`src/rtl/multicycle_control_pkg.sv`:
```
//------------------------------------------------------------------------------
// Module : mips_ctrl_pkg
// Brief  : State encoding, opcode and mux-select constants for the multi-cycle
//          MIPS main control FSM.
// Rev    : 1.0  initial release
//------------------------------------------------------------------------------
`default_nettype none

package mips_ctrl_pkg;

  typedef enum logic [3:0] {
    S_FETCH   = 4'd0,
    S_DECODE  = 4'd1,
    S_MEMADR  = 4'd2,
    S_MEMRD   = 4'd3,
    S_MEMWB   = 4'd4,
    S_MEMWR   = 4'd5,
    S_EXEC    = 4'd6,
    S_RWB     = 4'd7,
    S_BRANCH  = 4'd8,
    S_JUMP    = 4'd9,
    S_ADDIEX  = 4'd10,
    S_ADDIWB  = 4'd11,
    S_ILLEGAL = 4'd12
  } state_t;

  localparam logic [5:0] OP_RTYPE = 6'b000000;
  localparam logic [5:0] OP_LW    = 6'b100011;
  localparam logic [5:0] OP_SW    = 6'b101011;
  localparam logic [5:0] OP_BEQ   = 6'b000100;
  localparam logic [5:0] OP_J     = 6'b000010;
  localparam logic [5:0] OP_ADDI  = 6'b001000;

  localparam logic [1:0] ALUOP_ADD   = 2'b00;
  localparam logic [1:0] ALUOP_SUB   = 2'b01;
  localparam logic [1:0] ALUOP_FUNCT = 2'b10;

  localparam logic [1:0] SRCB_B       = 2'b00;
  localparam logic [1:0] SRCB_FOUR    = 2'b01;
  localparam logic [1:0] SRCB_IMM     = 2'b10;
  localparam logic [1:0] SRCB_IMM_SH2 = 2'b11;

  localparam logic [1:0] PCSRC_ALU    = 2'b00;
  localparam logic [1:0] PCSRC_ALUOUT = 2'b01;
  localparam logic [1:0] PCSRC_JUMP   = 2'b10;

  typedef struct packed {
    logic       pc_write;
    logic       pc_write_cond;
    logic       i_or_d;
    logic       mem_read;
    logic       mem_write;
    logic       ir_write;
    logic       mem_to_reg;
    logic       reg_dst;
    logic       reg_write;
    logic       alu_src_a;
    logic [1:0] alu_src_b;
    logic [1:0] alu_op;
    logic [1:0] pc_source;
    logic       illegal_op;
  } ctl_t;

  // True on the cycle that completes an instruction and leaves for FETCH.
  function automatic logic retires(input state_t s, input logic mem_ready);
    case (s)
      S_MEMWB, S_RWB, S_BRANCH, S_JUMP, S_ADDIWB: retires = 1'b1;
      S_MEMWR:                                    retires = mem_ready;
      default:                                    retires = 1'b0;
    endcase
  endfunction

endpackage

`default_nettype wire

```
`src/rtl/multicycle_control_if.sv`:
```
//------------------------------------------------------------------------------
// Module : multicycle_control_if
// Brief  : Control bus between the main control FSM and the datapath.
// Rev    : 1.0  initial release
//------------------------------------------------------------------------------
`default_nettype none

interface multicycle_control_if #(
  parameter int CNT_W = 32
);
  logic [5:0]       opcode;
  logic             mem_ready;
  logic             PCWrite;
  logic             PCWriteCond;
  logic             IorD;
  logic             MemRead;
  logic             MemWrite;
  logic             IRWrite;
  logic             MemtoReg;
  logic             RegDst;
  logic             RegWrite;
  logic             ALUSrcA;
  logic [1:0]       ALUSrcB;
  logic [1:0]       ALUOp;
  logic [1:0]       PCSource;
  logic             illegal_op;
  logic [3:0]       state_dbg;
  logic [CNT_W-1:0] retired;

  modport master (
    input  opcode, mem_ready,
    output PCWrite, PCWriteCond, IorD, MemRead, MemWrite, IRWrite, MemtoReg,
           RegDst, RegWrite, ALUSrcA, ALUSrcB, ALUOp, PCSource, illegal_op,
           state_dbg, retired
  );

  modport slave (
    output opcode, mem_ready,
    input  PCWrite, PCWriteCond, IorD, MemRead, MemWrite, IRWrite, MemtoReg,
           RegDst, RegWrite, ALUSrcA, ALUSrcB, ALUOp, PCSource, illegal_op,
           state_dbg, retired
  );
endinterface

`default_nettype wire

```
`src/rtl/multicycle_control.sv`:
```
//------------------------------------------------------------------------------
// Module : multicycle_control
// Brief  : Moore main-control FSM for the multi-cycle MIPS datapath with a
//          retired-instruction counter.
// Rev    : 1.0  initial release
//------------------------------------------------------------------------------
`default_nettype none

module multicycle_control
  import mips_ctrl_pkg::*;
#(
  parameter int CNT_W = 32
) (
  input  wire logic            clk,
  input  wire logic            reset,
  multicycle_control_if.master bus
);

  state_t           r_state;
  state_t           w_next;
  ctl_t             w_ctl;
  ctl_t             w_out;
  logic             w_retire;
  logic [CNT_W-1:0] r_retired;

  always_ff @(posedge clk) begin
    if (reset) begin
      r_state <= S_FETCH;
    end else begin
      r_state <= w_next;
    end
  end

  always_comb begin
    w_next = S_FETCH;
    w_ctl  = '0;
    case (r_state)
      S_FETCH: begin
        w_ctl.mem_read  = 1'b1;
        w_ctl.alu_src_b = SRCB_FOUR;
        w_ctl.alu_op    = ALUOP_ADD;
        w_ctl.pc_source = PCSRC_ALU;
        w_ctl.ir_write  = bus.mem_ready;
        w_ctl.pc_write  = bus.mem_ready;
        w_next          = bus.mem_ready ? S_DECODE : S_FETCH;
      end
      S_DECODE: begin
        // Branch target is precomputed here while the opcode is decoded.
        w_ctl.alu_src_b = SRCB_IMM_SH2;
        w_ctl.alu_op    = ALUOP_ADD;
        case (bus.opcode)
          OP_LW, OP_SW: w_next = S_MEMADR;
          OP_RTYPE:     w_next = S_EXEC;
          OP_BEQ:       w_next = S_BRANCH;
          OP_J:         w_next = S_JUMP;
          OP_ADDI:      w_next = S_ADDIEX;
          default:      w_next = S_ILLEGAL;
        endcase
      end
      S_MEMADR: begin
        w_ctl.alu_src_a = 1'b1;
        w_ctl.alu_src_b = SRCB_IMM;
        w_ctl.alu_op    = ALUOP_ADD;
        w_next          = (bus.opcode == OP_SW) ? S_MEMWR : S_MEMRD;
      end
      S_MEMRD: begin
        w_ctl.mem_read = 1'b1;
        w_ctl.i_or_d   = 1'b1;
        w_next         = bus.mem_ready ? S_MEMWB : S_MEMRD;
      end
      S_MEMWB: begin
        w_ctl.mem_to_reg = 1'b1;
        w_ctl.reg_write  = 1'b1;
        w_next           = S_FETCH;
      end
      S_MEMWR: begin
        w_ctl.mem_write = 1'b1;
        w_ctl.i_or_d    = 1'b1;
        w_next          = bus.mem_ready ? S_FETCH : S_MEMWR;
      end
      S_EXEC: begin
        w_ctl.alu_src_a = 1'b1;
        w_ctl.alu_src_b = SRCB_B;
        w_ctl.alu_op    = ALUOP_FUNCT;
        w_next          = S_RWB;
      end
      S_RWB: begin
        w_ctl.reg_dst   = 1'b1;
        w_ctl.reg_write = 1'b1;
        w_next          = S_FETCH;
      end
      S_BRANCH: begin
        w_ctl.alu_src_a     = 1'b1;
        w_ctl.alu_src_b     = SRCB_B;
        w_ctl.alu_op        = ALUOP_SUB;
        w_ctl.pc_write_cond = 1'b1;
        w_ctl.pc_source     = PCSRC_ALUOUT;
        w_next              = S_FETCH;
      end
      S_JUMP: begin
        w_ctl.pc_write  = 1'b1;
        w_ctl.pc_source = PCSRC_JUMP;
        w_next          = S_FETCH;
      end
      S_ADDIEX: begin
        w_ctl.alu_src_a = 1'b1;
        w_ctl.alu_src_b = SRCB_IMM;
        w_ctl.alu_op    = ALUOP_ADD;
        w_next          = S_ADDIWB;
      end
      S_ADDIWB: begin
        w_ctl.reg_write = 1'b1;
        w_next          = S_FETCH;
      end
      S_ILLEGAL: begin
        w_ctl.illegal_op = 1'b1;
        w_next           = S_FETCH;
      end
      default: begin
        w_next = S_FETCH;
      end
    endcase
  end

  // Reset masks every strobe so an abandoned instruction never writes.
  assign w_out    = reset ? '0 : w_ctl;
  assign w_retire = retires(r_state, bus.mem_ready);

  always_ff @(posedge clk) begin
    if (reset) begin
      r_retired <= '0;
    end else if (w_retire) begin
      r_retired <= r_retired + CNT_W'(1);
    end
  end

  assign bus.PCWrite     = w_out.pc_write;
  assign bus.PCWriteCond = w_out.pc_write_cond;
  assign bus.IorD        = w_out.i_or_d;
  assign bus.MemRead     = w_out.mem_read;
  assign bus.MemWrite    = w_out.mem_write;
  assign bus.IRWrite     = w_out.ir_write;
  assign bus.MemtoReg    = w_out.mem_to_reg;
  assign bus.RegDst      = w_out.reg_dst;
  assign bus.RegWrite    = w_out.reg_write;
  assign bus.ALUSrcA     = w_out.alu_src_a;
  assign bus.ALUSrcB     = w_out.alu_src_b;
  assign bus.ALUOp       = w_out.alu_op;
  assign bus.PCSource    = w_out.pc_source;
  assign bus.illegal_op  = w_out.illegal_op;
  assign bus.state_dbg   = r_state;
  assign bus.retired     = r_retired;

endmodule

`default_nettype wire

```
`src/flat_wrapper.sv`:
```
// flat-port wrapper written by rule: the top's interface ports become plain ports
module multicycle_control_flat import mips_ctrl_pkg::*;
#(
  parameter int CNT_W = 32
)
  (clk, reset, bus_opcode, bus_mem_ready, bus_PCWrite, bus_PCWriteCond, bus_IorD, bus_MemRead, bus_MemWrite, bus_IRWrite, bus_MemtoReg, bus_RegDst, bus_RegWrite, bus_ALUSrcA, bus_ALUSrcB, bus_ALUOp, bus_PCSource, bus_illegal_op, bus_state_dbg, bus_retired);
  multicycle_control_if #(.CNT_W(CNT_W)) bus_i ();
  input  wire logic clk;
  input  wire logic reset;
  input wire logic [$bits(bus_i.opcode)-1:0] bus_opcode;
  input wire logic [$bits(bus_i.mem_ready)-1:0] bus_mem_ready;
  output wire logic [$bits(bus_i.PCWrite)-1:0] bus_PCWrite;
  output wire logic [$bits(bus_i.PCWriteCond)-1:0] bus_PCWriteCond;
  output wire logic [$bits(bus_i.IorD)-1:0] bus_IorD;
  output wire logic [$bits(bus_i.MemRead)-1:0] bus_MemRead;
  output wire logic [$bits(bus_i.MemWrite)-1:0] bus_MemWrite;
  output wire logic [$bits(bus_i.IRWrite)-1:0] bus_IRWrite;
  output wire logic [$bits(bus_i.MemtoReg)-1:0] bus_MemtoReg;
  output wire logic [$bits(bus_i.RegDst)-1:0] bus_RegDst;
  output wire logic [$bits(bus_i.RegWrite)-1:0] bus_RegWrite;
  output wire logic [$bits(bus_i.ALUSrcA)-1:0] bus_ALUSrcA;
  output wire logic [$bits(bus_i.ALUSrcB)-1:0] bus_ALUSrcB;
  output wire logic [$bits(bus_i.ALUOp)-1:0] bus_ALUOp;
  output wire logic [$bits(bus_i.PCSource)-1:0] bus_PCSource;
  output wire logic [$bits(bus_i.illegal_op)-1:0] bus_illegal_op;
  output wire logic [$bits(bus_i.state_dbg)-1:0] bus_state_dbg;
  output wire logic [$bits(bus_i.retired)-1:0] bus_retired;
  assign bus_i.opcode = bus_opcode;
  assign bus_i.mem_ready = bus_mem_ready;
  assign bus_PCWrite = bus_i.PCWrite;
  assign bus_PCWriteCond = bus_i.PCWriteCond;
  assign bus_IorD = bus_i.IorD;
  assign bus_MemRead = bus_i.MemRead;
  assign bus_MemWrite = bus_i.MemWrite;
  assign bus_IRWrite = bus_i.IRWrite;
  assign bus_MemtoReg = bus_i.MemtoReg;
  assign bus_RegDst = bus_i.RegDst;
  assign bus_RegWrite = bus_i.RegWrite;
  assign bus_ALUSrcA = bus_i.ALUSrcA;
  assign bus_ALUSrcB = bus_i.ALUSrcB;
  assign bus_ALUOp = bus_i.ALUOp;
  assign bus_PCSource = bus_i.PCSource;
  assign bus_illegal_op = bus_i.illegal_op;
  assign bus_state_dbg = bus_i.state_dbg;
  assign bus_retired = bus_i.retired;
  multicycle_control #(.CNT_W(CNT_W)) u_core (.clk(clk), .reset(reset), .bus(bus_i));
endmodule
```
`config.mk`:
```
export PLATFORM = sky130hd
export DESIGN_NAME = multicycle_control_flat
export DESIGN_NICKNAME = d
export VERILOG_FILES = /design/src/rtl/multicycle_control_pkg.sv /design/src/rtl/multicycle_control_if.sv /design/src/rtl/multicycle_control.sv /design/src/flat_wrapper.sv
export SDC_FILE = /design/constraint.sdc
export NUM_CORES = 1
export LEC_CHECK = 0
export ABC_AREA = 0
export CAP_MARGIN = 20
export CORE_MARGIN = 5
export CORE_UTILIZATION = 45
export CTS_BUF_LIST = sky130_fd_sc_hd__clkbuf_8
export DETAILED_ROUTE_END_ITERATION = 6
export PLACE_DENSITY_LB_ADDON = 0.2
export SLEW_MARGIN = 20
export SYNTH_ARGS = -nofsm -noshare
export SYNTH_HDL_FRONTEND = slang
export SYNTH_SLANG_ARGS = --single-unit
```
`constraint.sdc`:
```
create_clock -name clk -period 5.24 [get_ports clk]
set_input_delay 1.572 -clock clk [delete_from_list [all_inputs] [get_ports clk]]
set_output_delay 1.572 -clock clk [all_outputs]
set_load 0.01 [all_outputs]
```
## Yosys cells after proc, flatten, opt, wreduce, memory -nomap -nowiden

Cells that the tools add are included.

- Add/sub/neg operators: 1
- Eq/ne operators: 17
- Muxes and demuxes: 21
- Reduce and logical (&&, ||, !) cells: 9

Operators with widths:

| kind | number |
|---|---|
| 4-bit case mux with 5 select lines | 2 |
| 32-bit by 1-bit adder with 32-bit output (second input constant) | 1 |
| 4-bit case mux with 7 select lines | 1 |
| 4-bit == test (second input constant) | 5 |
| 17-bit 2-to-1 mux | 1 |
| 4-bit by 3-bit == test with 1-bit output (second input constant) | 4 |
| 6-bit == test (second input constant) | 2 |
| 1-bit 2-to-1 mux | 11 |
| 3-bit 2-to-1 mux | 3 |
| 4-bit by 2-bit == test with 1-bit output (second input constant) | 2 |
| 2-bit OR reduction | 4 |
| 6-bit by 2-bit == test with 1-bit output (second input constant) | 1 |
| 6-bit by 3-bit == test with 1-bit output (second input constant) | 1 |
| 6-bit by 4-bit == test with 1-bit output (second input constant) | 1 |
| 6-bit logical NOT | 1 |
| 5-bit OR reduction | 1 |
| 4-bit by 1-bit == test with 1-bit output (second input constant) | 1 |
| 4-bit logical NOT | 1 |
| 1-bit case mux with 2 select lines | 2 |
| 2-bit case mux with 2 select lines | 1 |
| 4-bit OR reduction | 1 |
| 3-bit OR reduction | 1 |

- Output and inout bits: 53
- Bits of input ports: 9
- Logic and storage cells: 50
- Register bits: 36

## Depth between registers and ports, before layout

- Word-level depth: 4
- Depth in mapped cells: 7
- Depth with buffers taken out: 6

## Worst setup path after synthesis

OpenSTA, ideal clock, no wires.

- Kind: input port to output port
- Start point: in reset
- End point: out bus_MemRead
- Data required time: 3.668 ns
- Path slack: 1.179 ns
- Cell stages on the path: 4
- Path buffers: 3
- Arrival time: 2.489 ns
- Cell sequence: clkbuf_1 clkbuf_1 clkbuf_1 nor2_1

- Cells in the longest elaborated chain, start to end: 1

RTL lines:

| element | RTL line | text |
|---|---|---|
| start, declared | flat_wrapper.sv:9 | `input wire logic reset;` |
| 17-bit 2-to-1 mux | multicycle_control.sv:126 | `assign w_out = reset ? '0 : w_ctl;` |
| end, declared | flat_wrapper.sv:15 | `output wire logic [$bits(bus_i.MemRead)-1:0] bus_MemRead;` |

No other way between the ends.

## Worst setup path in the final report

- Start point: in reset
- End point: out bus_ALUSrcA

- Cells in the longest elaborated chain, start to end: 1

RTL lines:

| element | RTL line | text |
|---|---|---|
| 17-bit 2-to-1 mux | multicycle_control.sv:126 |  |
| end, declared | flat_wrapper.sv:21 | `output wire logic [$bits(bus_i.ALUSrcA)-1:0] bus_ALUSrcA;` |

No other way between the ends.

==> metrics.md <==
| Metric | Value |
|---|---|
| Worst Path Arrival | `between 3 and 4 ns` |
| Worst skew pair latency | `a little under 0.3 ns` |
| CP startpoint kind | `input port` |
| ANT cells | `0` |
| Min-Delay Path Class | `flip-flop to flip-flop` |
| Die footprint | `around 6100 µm²` |
| HPWL Detailed | `3992 µm` |
| WL met2 | `2501 µm` |
| Initial antenna violation count | `0` |
| Min Tclk post-route | `4.803 ns` |
| Critical path class | `input port to output port` |
| Post_cts resized | `0` |
| Finish-stage setup viols | `0` |
| Tot Pwr | `0.5496 mW` |
| 1st-iter DRT viols | `122` |
| Row cnt | `24` |
| Drt first pass iters | `4` |
| Post-route ant nets | `0` |
| Distinct cells, synth | `43` |
| Die height | `78.39 µm` |
| Post-synthesis instance area | `roughly 2100 µm²` |
| Max clock buf depth | `2` |
| Yosys reg bits | `36` |
| Fin crit share | `91.66%` |
| # H-tree levels | `2` |
| Area Growth Syn to Fin | `33.77%` |
| Most common cell after layout, fill and taps aside | `clkdlybuf4s50_1` |
| Routability Congestion | `roughly 0.81` |
| Synth warnings | `0` |
| Worst EP required | `3.67 ns` |
| Worst setup margin | `0.4372 ns` |
| Fin util | `63.34%` |
| CTS root buffer | `clkbuf_8` |
| Max Clk Rate | `208.2 MHz` |
| Average wire per standard cell | `14.49 µm` |
| Ports | `62` |
| Routed wire length | `5550 µm` |
| Synth Area in Simple Gates | `41.20%` |
| Synth Area in Compound Gates | `12.37%` |
| # Post-CTS Setup Buffers | `0` |
| Worst Skew | `0.004132 ns` |
| Worst setup path start | `reset` |
| CTS tree | `built` |
| Leak pwr | `0.9707 nW` |
| Most frequent cells in the layout | `61 x clkdlybuf4s50_1, 36 x dfxtp_1, 35 x nor2_1, 23 x nand2_1, 19 x a21oi_1` |
| Measured slew at the worst slew-check pin | `0.6058 ns` |
| Outcome | `complete, no violations` |
| Max VDD drop | `~140 µV` |
| Crit path max fanout | `14` |
| TritonCTS Buffers | `5` |
| DR top layer | `met4` |
| Post-synthesis cell count | `275` |
| Hold wc startpoint | `u_core.bus.retired[28]$_SDFFE_PP0P_` |
| Aggregate global routing overflow | `0` |
| Largest family of logic cells by synthesized area | `simple AND/OR/NAND/NOR gates` |
| RR Startpoint | `u_core.bus.state_dbg[0]$_SDFF_PP0_` |
| Initial Util | `47.35%` |
| I/O Buffers | `61` |
| First-pass GRT wire length | `9246 µm` |
| Core Area | `4444 µm²` |
| Post-synthesis sequential area ratio | `roughly 34%` |
| Place WS | `0.4330 ns` |
| Gr usage total | `18.09%` |
| Slew Viols, Final | `0` |
| Vias | `2203` |
| Hold Worst Slack | `approximately 0.5 ns` |
| Final Hold Viols | `0` |
| DRC violations left | `0` |
| Post-cts hold buffer count | `0` |
| Post-Synth Adder-Cell Area | `less than 1%` |
| Rel. slew slack | `59.56%` |
| Syn avg cell area | `about 7.7 µm²` |
| Die W | `between 70 and 80 µm` |
| RSZ-0062 raised after global routing | `false` |
| Syn nets | `285` |
| WL met1 | `2669 µm` |
| Total power divided by cell area | `195.2 nW/µm²` |
| Largest net degree at the start of global routing | `28` |
| Post-layout nets | `340` |
| DR WL met3 | `305 µm` |
| Vias in the first global route | `1987` |
| Setup TNS | `0 ns` |
| # Max-Cap Violations | `0` |
| Crit end category | `output port` |
| Vias per cell | `5.752` |
| CTS sink count | `36` |
| Post-synthesis xor/xnor area fraction | `7.075%` |
| Mux contribution to synthesized area | `1.011%` |
| Clock transition at path regs | `0.07 ns` |
| Fraction of layout cells with a size suffix above 1 | `under 10%` |
## metal layers
| metal | vias to the layer above | global-route usage (%) |
|---|---|---|
| met5 | - | 0 |
| met4 | 0 | 5.420 |
| met3 | 8 | 3.661 |
| met2 | 73 | 29.11 |
| met1 | 1001 | 24.53 |
| li1 | 1121 | - |
## cell usage after synthesis, drive strengths merged
cell,n,area (µm²)
mux2,1,11.26
nand4,10,75.07
nand3,20,110.1
mux2i,1,10.01
nor4b,1,8.760
clkbuf,10,37.54
and2,3,18.77
nand2,23,86.33
o21bai,1,7.510
buf,5,32.53
or3,10,62.56
nor4,12,90.09
xor2,13,113.9
and4,3,26.28
nor3b,1,7.510
or2,2,12.52
a21o,2,15.01
inv,1,3.750
o21ai,14,70.06
and3,12,76.33
nand4b,1,8.760
o31ai,5,37.54
nor3,10,50.05
dfxtp,36,720.7
or4,6,45.04
o21a,1,7.510
a31oi,3,18.77
a21oi,19,95.09
ha,1,12.51
a32oi,1,8.760
xnor2,4,35.03
nand4bb,1,11.26
nor2,35,131.4
nor2b,3,18.77
nand2b,4,27.53
## where the power goes
group	internal (mW)	total [mW]	switching, mW
logic	0.0312	0.0622	0.0309
registers	0.276	0.285	0.00892
clock network	0.103	0.202	0.0990
total	0.411	0.550	0.139
## cell type report
| class | instances | area, µm² |
|---|---|---|
| clock buffers | 6 | 82.58 |
| clock inverters | 2 | 7.507 |
| fillers | 419 | 1629 |
| inverters | 1 | 3.754 |
| multi-input cells | 223 | 1310 |
| flip-flops and latches | 36 | 720.7 |
| well taps | 52 | 65.06 |
| repair buffers | 63 | 625.6 |
## cell families (layout without fill, tap and decap cells)
| group | Yosys count | after routing |
|---|---|---|
| AOI/OAI and AO/OA | 46 | 46 |
| xor gates and xnor gates | 17 | 17 |
| adders and majority gates | 1 | 1 |
| buffers and inverters | 16 | 72 |
| DFF | 36 | 36 |
| muxes | 2 | 2 |
| and+or+nand+nor | 157 | 157 |
## critical path: stages
cell	delay, ns
clkdlybuf4s50_1	0.51
buf_4	0.24
nor4_1	0.30
clkdlybuf4s50_1	0.60
## sequential cells by signal, indices dropped and copies added, names as in the netlist
name and count:
u_core.bus.retired 32, u_core.bus.state_dbg 4
## metrics by stage
step	cell area, µm²	cells
floorplan	2105	275
global placement	2725	375
detailed placement	2725	375
CTS	2815	383
global route	2815	383
finish	2815	383
## final timing paths
| path | endpoint | slack [ns] | cells after the start |
|---|---|---|---|
| setup / recovery | bus_ALUSrcA | 0.44 | 4 |
| hold / removal | u_core.bus.retired[28]$_SDFFE_PP0P_ | 0.49 | 2 |
| setup reg to reg | u_core.bus.retired[30]$_SDFFE_PP0P_ | 2.90 | 5 |
| hold reg to reg | u_core.bus.retired[28]$_SDFFE_PP0P_ | 0.49 | 2 |
(Power assumes the default switching activity.)
==> RTL edit 1, RTL diff (same flow settings) <==
`CNT_W` is set to 32 in 3 places; all go to 16.
--- a/src/rtl/multicycle_control_if.sv
+++ b/src/rtl/multicycle_control_if.sv
@@ -6,7 +6,7 @@
 `default_nettype none
 
 interface multicycle_control_if #(
-  parameter int CNT_W = 32
+  parameter int CNT_W = 16
 );
   logic [5:0]       opcode;
   logic             mem_ready;
--- a/src/rtl/multicycle_control.sv
+++ b/src/rtl/multicycle_control.sv
@@ -9,7 +9,7 @@
 module multicycle_control
   import mips_ctrl_pkg::*;
 #(
-  parameter int CNT_W = 32
+  parameter int CNT_W = 16
 ) (
   input  wire logic            clk,
   input  wire logic            reset,
--- a/src/flat_wrapper.sv
+++ b/src/flat_wrapper.sv
@@ -1,7 +1,7 @@
 // flat-port wrapper written by rule: the top's interface ports become plain ports
 module multicycle_control_flat import mips_ctrl_pkg::*;
 #(
-  parameter int CNT_W = 32
+  parameter int CNT_W = 16
 )
   (clk, reset, bus_opcode, bus_mem_ready, bus_PCWrite, bus_PCWriteCond, bus_IorD, bus_MemRead, bus_MemWrite, bus_IRWrite, bus_MemtoReg, bus_RegDst, bus_RegWrite, bus_ALUSrcA, bus_ALUSrcB, bus_ALUOp, bus_PCSource, bus_illegal_op, bus_state_dbg, bus_retired);
   multicycle_control_if #(.CNT_W(CNT_W)) bus_i ();
Ports: changed (resized bus_retired); port bits go from 62 to 46. No check against the original RTL was run, so the function may have changed too.
==> RTL edit 1 against the unedited design <==
  * Setup slack got worse by 0.045 ns
  * Register-to-register slack improved by 0.06 ns
  * Sequential cell count decreased by 16
  * Wire length decreased by 36%
  * Via count decreased by 34%
  * Sequential power decreased by 41%
  * Clock skew increased by 0.0013 ns
  * Synthesized area decreased by 37%
  * Power decreased by 28%
  * Combinational power increased by 28%
  * Cell area decreased by 35%
  * Non-clock buffer count decreased by 17
==> RTL edit 1: results <==
{
  "p_comb_mw": 0.0796,
  "post-place-ws_ns": 0.402,
  "largest_reg_flops": 16,
  "grt_pass1_vias": 1298,
  "ys_top_cells_by_area": "dfxtp_1, a21oi_1, o31ai_1",
  "layoutNonFillerInstCount": 238,
  "multi_input_area_share_pct": 47.0,
  "place_inst": 234,
  "seqCellArea_um2": 400,
  "synth_seq_area_share_pct": 30.1,
  "num-multi-input-gates": 135,
  "power.switching_mw": 0.101,
  "wl_met1_um": 1640,
  "r2r-start": "u_core.bus.state_dbg[2]",
  "clkPwrFrac_pct": 38.2,
  "clk_share_pct": 3.87,
  "slowest_delay_ns": 0.53,
  "grt_util_met3_pct": 4.20,
  "core_um2": 2810,
  "powerDensity_nw_per_um2": 216,
  "worstPathMaxFanout": 5,
  "synth_cells": 169,
  "htree_levels": 1,
  "route.met3.wl_um": 182,
  "cp.arrival_ns": 3.28,
  "viasPerCell": 6.13,
  "grtUsageMet1_pct": 22.1,
  "grt_max_degree": 33,
  "p_leak_nw": 0.589,
  "status": "completed",
  "drt_iter0_markers": 87,
  "worstHoldStart": "u_core.bus.retired[15]"
}
-- RTL edit 1: cell count changes in the layout (fill, tap and decap cells not counted), sizes merged, moves of 4 or more --
cell and delta:
nand2 -16, xor2 -12, and3 -10, nor2 -22, dfxtp -16, o21ai -4
nand4 -4, nand3 -14, nor4 -8, clkdlybuf4s50 -16
-- RTL edit 1: cell families (layout without fill, tap and decap cells) --
logic type / count (synthesis) / count (layout) / synth area share [%]
simple gates: 82 / 82 / 38.0
mux: 3 / 3 / 2.35
xor+xnor: 3 / 3 / 1.97
compound gates: 46 / 46 / 21.8
buf+inv: 14 / 52 / 4.89
flops: 20 / 20 / 30.1
fa+ha+maj: 1 / 1 / 0.940
-- RTL edit 1: worst paths after layout --
kind | slack, ns | cells past startpoint | end
min | 0.49 | 2 | u_core.bus.retired[15]
min reg2reg | 0.49 | 2 | u_core.bus.retired[15]
max | 0.39 | 5 | bus_PCWrite
max reg2reg | 2.96 | 4 | u_core.bus.retired[13]
==> RTL edit 2, RTL diff (same settings) <==
Without the edit above. Reset style: asynchronous (`reset`), changed in 2 clocked blocks.
--- a/src/rtl/multicycle_control.sv
+++ b/src/rtl/multicycle_control.sv
@@ -23,7 +23,7 @@
   logic             w_retire;
   logic [CNT_W-1:0] r_retired;
 
-  always_ff @(posedge clk) begin
+  always_ff @(posedge clk or posedge reset) begin
     if (reset) begin
       r_state <= S_FETCH;
     end else begin
@@ -126,7 +126,7 @@
   assign w_out    = reset ? '0 : w_ctl;
   assign w_retire = retires(r_state, bus.mem_ready);
 
-  always_ff @(posedge clk) begin
+  always_ff @(posedge clk or posedge reset) begin
     if (reset) begin
       r_retired <= '0;
     end else if (w_retire) begin
Check against the original RTL: differs if reset is asserted again (counterexample within 4 cycles, from zero or initial values and one cycle with reset high); with reset held inactive, the same outputs for 10 cycles.
==> RTL edit 2 against the unedited design <==
  * Setup slack worse by 0.10 ns
  * Die area down 3.8%
  * Count of clock-buffer cells in the layout decreased by 1
  * Wire length down 19%
  * Sequential cell count stayed put
  * Non-clock buffer count shrank 1
  * Cell area is 2.4% lower
  * Synthesized area fell by 4.4%
Power is not compared: it rests on default switching activity, and its combinational part moved more than twofold at a synthesized area within 25%.
==> RTL edit 2: results <==
{
  "cts-resized-gates": 0,
  "hold_class": "register to register",
  "cts_setup_buffers": 0,
  "fin_skew_ns": 0.00744,
  "drt_wl_total_um": 4500,
  "drive_above_1_share_pct": 6.96,
  "synth_cell_types": 44,
  "synth_cells": 214,
  "grt_pass1_vias": 1644,
  "crit_family": "buffers and inverters",
  "syn-num-nets": 224,
  "clk_pin_slew_worst_paths_ns": 0.08,
  "grt_pass1_wl_um": 7870,
  "place_inst": 317,
  "synth_fa_ha_area_share_pct": 0.622,
  "clockBufferDepth": 2,
  "htree_levels": 2,
  "ys_warn_count": 0,
  "antenna_found_initial": 0,
  "fin_nets": 282,
  "firstDrtPassIters": 4,
  "p_leak_nw": 1.19,
  "grt_max_degree": 25,
  "post-place-ws_ns": 0.345,
  "cp.arrival_ns": 3.33,
  "status": "completed",
  "viasPerCell": 5.29,
  "nFillCells": 360,
  "slowest_delay_ns": 0.68,
  "diodes": 0,
  "port_buffers": 61,
  "cts_inserted_buffers": 5,
  "worstPathMaxFanout": 10,
  "synth_compound_area_share_pct": 5.91,
  "synth_common_cells": "dfrtp_1, nor2_1, nand2_1",
  "gp_congestion": 0.853,
  "layoutNonFillerInstCount": 325,
  "cts_root_buf": "clkbuf_8",
  "largest_reg_flops": 32,
  "slew_headroom_pct": 39.8,
  "synth_xor_xnor_area_share_pct": 14.8,
  "clk_latency_ns": 0.28,
  "dp_hpwl_um": 3340,
  "muxShareOfSynthArea_pct": 1.06,
  "drt_iter0_markers": 84,
  "irDropWorstVdd_v": 0.000243,
  "synth_seq_area_share_pct": 44.8,
  "cp_slowest_cell": "clkdlybuf4s50_1",
  "endpoint_kind": "output port",
  "synthArstFlopShare_pct": 100,
  "grt_usage_pct": 15.8,
  "ys_top_cells_by_area": "dfrtp_1, xor2_1, xnor2_1"
}
RTL edit 2: final cells by class:
type                    count  area [um^2]  area share, %
multi-input cells         161         1030           37.5
flip-flops and latches     36          901           32.8
repair buffers             62          618           22.5
clock buffers               5         68.8           2.50
well taps                  52         65.1           2.37
clock inverters             3         42.5           1.55
inverters                   6         22.5          0.819
RTL edit 2: cell families (layout without fill, tap and decap cells):
| kind of cell | after synthesis | in the layout |
|---|---|---|
| compound gates | 18 | 18 |
| xor+xnor | 34 | 34 |
| fa+ha+maj | 1 | 1 |
| buf+inv | 17 | 76 |
| flops | 36 | 36 |
| mux | 2 | 2 |
| simple gates | 106 | 106 |
RTL edit 2: metal layers:
metal / track usage, % / vias up / share of wire, %
met5: 0 / - / 0
met4: 3.67 / 0 / 0.87
met3: 3.86 / 6 / 5.0
met2: 25.6 / 40 / 48
met1: 21.2 / 819 / 46
li1: - / 853 / -
RTL edit 2: report_power, final:
part | total (mW) | switching [mW] | internal (mW)
combinational | 0.322 | 0.146 | 0.176
clock | 0.239 | 0.0983 | 0.141
sequential | 0.391 | 0.0818 | 0.309
total | 0.952 | 0.327 | 0.626
RTL edit 2: final timing paths:
path,start,to,slack [ns],cells past startpoint
setup / recovery,reset,bus_PCWrite,0.34,5
hold / removal,u_core.bus.retired[31],u_core.bus.retired[31],0.48,1
setup reg to reg,u_core.bus.state_dbg[2],u_core.bus.retired[17],2.69,5
hold reg to reg,u_core.bus.retired[31],u_core.bus.retired[31],0.48,1
max in group asynchronous,reset,u_core.bus.retired[12],2.45,3
min in group asynchronous,reset,u_core.bus.retired[16],2.07,2
RTL edit 2: stage by stage:
step / hold slack [ns] / cell area [um^2] / util [%] / power (mW)
floorplan: 0.504 / 2010 / - / 0.571
detailed placement: 0.472 / 2640 / 60.6 / 0.720
global route: 0.502 / 2750 / 63.1 / 1.02
global placement: 0.461 / 2640 / 60.6 / 0.717
finish: 0.476 / 2750 / 63.1 / 0.952
CTS: 0.483 / 2750 / 63.1 / 0.961
RTL edit 2: worst reg2reg max path: stages, from the launching register on:
cell     delay [ns]
dfrtp_1        0.79
or2_2          0.31
nand4_4        0.17
or4_1          0.79
nor2_1         0.25
xor2_1         0.18
